--- src/rtl/uart_rx_core.sv ---
// 8N1 UART receive engine: 2-flop line synchroniser, mid-bit sampling with a
// programmable clocks-per-bit divisor, and a one-entry valid/ready holding register.
module uart_rx_core #(
  parameter int DIV_W     = 16,
  parameter int DATA_BITS = 8
) (
  input  logic                 clk,
  input  logic                 rst,
  input  logic                 en_i,
  input  logic [DIV_W-1:0]     baud_div_i,
  input  logic                 rx_i,
  output logic [DATA_BITS-1:0] rx_data_o,
  output logic                 rx_valid_o,
  input  logic                 rx_ready_i,
  output logic                 frame_err_o,
  output logic                 overrun_o,
  input  logic                 err_clr_i,
  output logic                 busy_o
);

  localparam int IDX_W = (DATA_BITS > 1) ? $clog2(DATA_BITS) : 1;

  typedef enum logic [1:0] {IDLE, START, DATA, STOP} state_t;

  state_t               state;
  logic                 rx_meta;
  logic                 rx_s;
  logic                 rx_prev;
  logic [DIV_W-1:0]     n_q;
  logic [DIV_W-1:0]     n_sel;
  logic [DIV_W-1:0]     half_m1;
  logic [DIV_W-1:0]     full_m1;
  logic [DIV_W-1:0]     cnt;
  logic [IDX_W-1:0]     bit_idx;
  logic [DATA_BITS-1:0] shift_q;
  logic                 fall;
  logic                 accept;

  // Handshake: a byte is transferred on every rising edge where
  // rx_valid_o & rx_ready_i; rx_valid_o holds steady until then.
  assign n_sel   = (baud_div_i < DIV_W'(2)) ? DIV_W'(2) : baud_div_i;
  assign half_m1 = (n_q >> 1) - DIV_W'(1);
  assign full_m1 = n_q - DIV_W'(1);
  assign fall    = rx_prev & ~rx_s;
  assign accept  = rx_valid_o & rx_ready_i;
  assign busy_o  = (state != IDLE);

  always_ff @(posedge clk) begin
    if (rst) begin
      rx_meta     <= 1'b1;
      rx_s        <= 1'b1;
      rx_prev     <= 1'b1;
      state       <= IDLE;
      n_q         <= DIV_W'(2);
      cnt         <= '0;
      bit_idx     <= '0;
      shift_q     <= '0;
      rx_data_o   <= '0;
      rx_valid_o  <= 1'b0;
      frame_err_o <= 1'b0;
      overrun_o   <= 1'b0;
    end else begin
      rx_meta <= rx_i;
      rx_s    <= rx_meta;
      rx_prev <= rx_s;

      if (accept) rx_valid_o <= 1'b0;
      // Set events below are assigned later, so they win over a same-cycle clear.
      if (err_clr_i) begin
        frame_err_o <= 1'b0;
        overrun_o   <= 1'b0;
      end

      if (!en_i) begin
        state <= IDLE;
      end else begin
        case (state)
          IDLE: begin
            if (fall) begin
              cnt   <= '0;
              n_q   <= n_sel;
              state <= START;
            end
          end
          START: begin
            if (cnt == half_m1) begin
              cnt     <= '0;
              bit_idx <= '0;
              state   <= rx_s ? IDLE : DATA;
            end else begin
              cnt <= cnt + DIV_W'(1);
            end
          end
          DATA: begin
            if (cnt == full_m1) begin
              cnt              <= '0;
              shift_q[bit_idx] <= rx_s;
              if (bit_idx == IDX_W'(DATA_BITS - 1)) state <= STOP;
              else bit_idx <= bit_idx + IDX_W'(1);
            end else begin
              cnt <= cnt + DIV_W'(1);
            end
          end
          STOP: begin
            if (cnt == full_m1) begin
              cnt   <= '0;
              state <= IDLE;
              // A byte accepted on this same edge frees the holding register.
              if (!rx_s) begin
                frame_err_o <= 1'b1;
              end else if (!rx_valid_o || rx_ready_i) begin
                rx_data_o  <= shift_q;
                rx_valid_o <= 1'b1;
              end else begin
                overrun_o <= 1'b1;
              end
            end else begin
              cnt <= cnt + DIV_W'(1);
            end
          end
          default: state <= IDLE;
        endcase
      end
    end
  end

endmodule

--- config.mk ---
export PLATFORM = sky130hd
export DESIGN_NAME = uart_rx_core
export DESIGN_NICKNAME = d
export VERILOG_FILES = /design/src/rtl/uart_rx_core.sv
export SDC_FILE = /design/constraint.sdc
export NUM_CORES = 1
export LEC_CHECK = 0
export CORE_MARGIN = 2
export CORE_UTILIZATION = 35
export DETAILED_ROUTE_END_ITERATION = 8
export PLACE_DENSITY = 0.6
export RECOVER_POWER = 50
export SETUP_SLACK_MARGIN = 0.3
export SYNTH_ARGS = -nofsm -noshare
export SYNTH_HDL_FRONTEND = slang
export SYNTH_SLANG_ARGS = --single-unit
--- constraint.sdc ---
create_clock -name clk -period 4.5 [get_ports clk]
set_input_delay 1.35 -clock clk [delete_from_list [all_inputs] [get_ports clk]]
set_output_delay 1.35 -clock clk [all_outputs]
set_load 0.02 [all_outputs]
==> qor.csv <==
metric,value,unit
outcome,"complete, but fails checks",
failing checks,"capacitance limit, slew limit",
Row Count,38,
R2R depth,10,
final net count,522,
die width,110.1,um
largest net degree at the start of global routing,44,
crit path kind,primary input to register,
Final setup viols,0,
via count,3600,
"Power, Total",1.105,mW
Crit-path slowest cell,clkbuf_1,
post-synth cell types,65,
Tcrit/Tclk final,84.87,%
die footprint,0.01211,sq mm
filler cell count,1095,
Inserted Clock Buffers,9,
vias in the first global route,3525,
Hold Buf Count CTS,0,
antenna-violating nets left,0,
Peak VDD IR,0.1717,mV
Mapped Nets,523,
crit path cell chain,dlygate4sd3_1 > clkbuf_1 > nor2_1 > o21ai_0 > a21oi_1 > a211o_1,
core footprint,0.01089,sq mm
worst clock skew,9.563,ps
Reg-to-Reg End,cnt[0]$_SDFFE_PP0P_,
CTS tree,done,
GP Congestion,0.9146,
Critical Path Start,rst,
RSZ-0062 raised after global routing,false,
Clock Tree Root,clkbuf_8,
pwr/cell area,249.4,mW/mm^2
crit path to,cnt[14]$_SDFFE_PP0P_,
Synth Instances,496,
Worst slew margin,-16.86,%
fmax,261.8,MHz
"Avg Cell Area, Syn",7.936,sq um
"Slew Viols, Final",44,
Via-to-Cell Ratio,5.625,
initial antenna violation count,0,
"Design Area, Final",0.004431,sq mm
Final min period,3819,ps
crit-path max cell delay,1290,ps
"Cell Area, Placed",0.004257,sq mm
ys flop type,dfxtp_1,
#FFs+latches synth,59,
n_diodes,0,
worst skew pair latency,340,ps
CP max FO,43,
WHS,412.8,ps
number of synthesized flops with an enable pin,0,
flop-to-flop setup slack,770,ps
YS warnings,0,
final WL,10180,um
layout cells sized above 1,8.200,%
CTS HTree Levels,3,
Leak Pwr,1.642,nW
clk slew on worst S/H paths,80,ps
residual DRC count,0,
DR pass1 iterations,4,
boundary pin count,34,
worst-margin pin slew,1753,ps
clk sink count,59,
Clock Tree Buf Depth,2,
GR Overflow Total,0,
first-pass GRT wire length,17150,um
setup TNS,0,ps
Post-DP HPWL,7377,um
GRT Resource Usage Total,17.88,%
Critical Path End Type,register,
worst hold path class,register to register,
Routed WL per cell,15.90,um
WP data required,4730,ps
register area share after synthesis,30.01,%
post-synthesis async set-or-reset flop share,0,%
max_cap viols,1,
die height,110.1,um
setup bufs post-CTS,0,
Initial DRC Count,232,
CTS-repair resized insts,0,
Netlist Area Pre-Place,0.003936,sq mm
Critical Path AT,4050,ps
Starting Density,36.15,%
area delta synth->final,12.56,%
CP startpoint kind,primary input,
Final Hold Viols,0,
count of port buffers added during placement,33,
R2R Path Start,n_q[2]$_SDFFE_PP0P_,
[cells in the mapped netlist, types with 5 or more instances]
cell type | n | area, sq um
mux2i_1 | 9 | 90.09
buf_2 | 7 | 35.03
a21o_1 | 8 | 60.06
ha_1 | 5 | 62.56
or2_2 | 9 | 56.30
nor3_1 | 13 | 65.06
a211oi_1 | 6 | 45.04
nand3_1 | 22 | 110.1
dfxtp_1 | 59 | 1181
nand2b_1 | 17 | 106.4
xor2_1 | 16 | 140.1
clkbuf_1 | 35 | 131.4
a221oi_1 | 7 | 61.31
nor4_1 | 7 | 43.79
o21ai_0 | 13 | 65.06
a21oi_1 | 38 | 190.2
or4_1 | 5 | 37.54
nand4_1 | 12 | 75.07
nor2_1 | 26 | 97.59
nor2b_1 | 6 | 37.54
xnor2_1 | 25 | 219.0
inv_1 | 13 | 48.80
and3_1 | 11 | 68.82
nand2_1 | 48 | 180.2
[how the worst min path moves through the flow]
stage | start | cells after the start | slack (ps) | to
global placement | rx_meta$_SDFF_PP1_ | 1 | 390 | rx_s$_SDFF_PP1_
global route | rx_meta$_SDFF_PP1_ | 1 | 420 | rx_s$_SDFF_PP1_
CTS | rx_meta$_SDFF_PP1_ | 1 | 410 | rx_s$_SDFF_PP1_
floorplan | rx_meta$_SDFF_PP1_ | 1 | 390 | rx_s$_SDFF_PP1_
finish | rx_meta$_SDFF_PP1_ | 1 | 410 | rx_s$_SDFF_PP1_
detailed placement | rx_meta$_SDFF_PP1_ | 1 | 400 | rx_s$_SDFF_PP1_
[stage by stage]
stage / utilization [%] / instances / setup WS [ps]
CTS: 40.73 / 640 / 891.7
global placement: 39.09 / 624 / 1085
global route: 40.69 / 640 / 396.4
finish: 40.69 / 640 / 680.8
floorplan: - / 496 / 1523
detailed placement: 39.09 / 624 / 923.4
[metal layers]
metal / vias up / GRT usage (%) / routed length [um]
met4: 0 / 6.962 / 209
met5: - / 0 / 0
li1: 1786 / - / -
met2: 90 / 29.49 / 4859
met3: 19 / 3.880 / 382
met1: 1705 / 22.68 / 4726
[layout by cell type, fill, tap and decap left out, types with 4 or more instances in the layout]
master           count
dlygate4sd3_1       12
dfxtp_1             59
o31ai_1              4
clkdlybuf4s50_1     21
or3_1                4
a221oi_1             7
nor3_1              13
o21ai_0             13
and3_1              11
a21o_1               8
o41ai_1              4
nand4b_1             4
nand3b_1             4
inv_1               13
xnor2_1             25
nor4_1               7
nor2b_1              6
xor2_1              16
nor2_1              26
nand4_1             12
mux2i_1              9
nand3_1             22
nand2_1             48
or4_1                5
a21oi_1             38
or2_2                9
nand2b_1            17
a211o_1              4
clkbuf_8             9
a211oi_1             6
ha_1                 5
[registers in the layout, summed over array words and instances, names as in the netlist, 3 cells and up, named ones only]
| name | count |
|---|---|
| bit_idx | 3 |
| cnt | 16 |
| n_q | 16 |
| shift_q | 8 |
| rx_data_o | 8 |
[logic make-up (layout without fill, tap and decap cells)]
logic type,count (synthesis),in the layout,synth area share (%)
and+or+nand+nor,207,207,29.94
AOI/OAI and AO/OA,112,112,19.96
buffers and inverters,61,65,6.516
DFF,59,59,30.01
xor gates and xnor gates,41,41,9.123
muxes,11,11,2.861
adders and majority gates,5,5,1.589
[critical path, delay by kind of cell]
family / cells / cell delay, ps
simple gates: 1 / 100
compound gates: 3 / 640
buf+inv: 2 / 1950
[layout make-up]
type / instances / area [sq um] / area share (%)
inverters: 13 / 48.80 / 1.101
multi-input cells: 376 / 2499 / 56.40
flip-flops and latches: 59 / 1181 / 26.66
clock buffers: 9 / 123.9 / 2.796
well taps: 140 / 175.2 / 3.954
clock inverters: 7 / 53.80 / 1.214
repair buffers: 36 / 349.1 / 7.879
[power by group]
part / switching, mW / internal (mW)
combinational: 0.0654 / 0.0560
sequential: 0.0153 / 0.528
clock: 0.239 / 0.202
(Power assumes the default switching activity.)
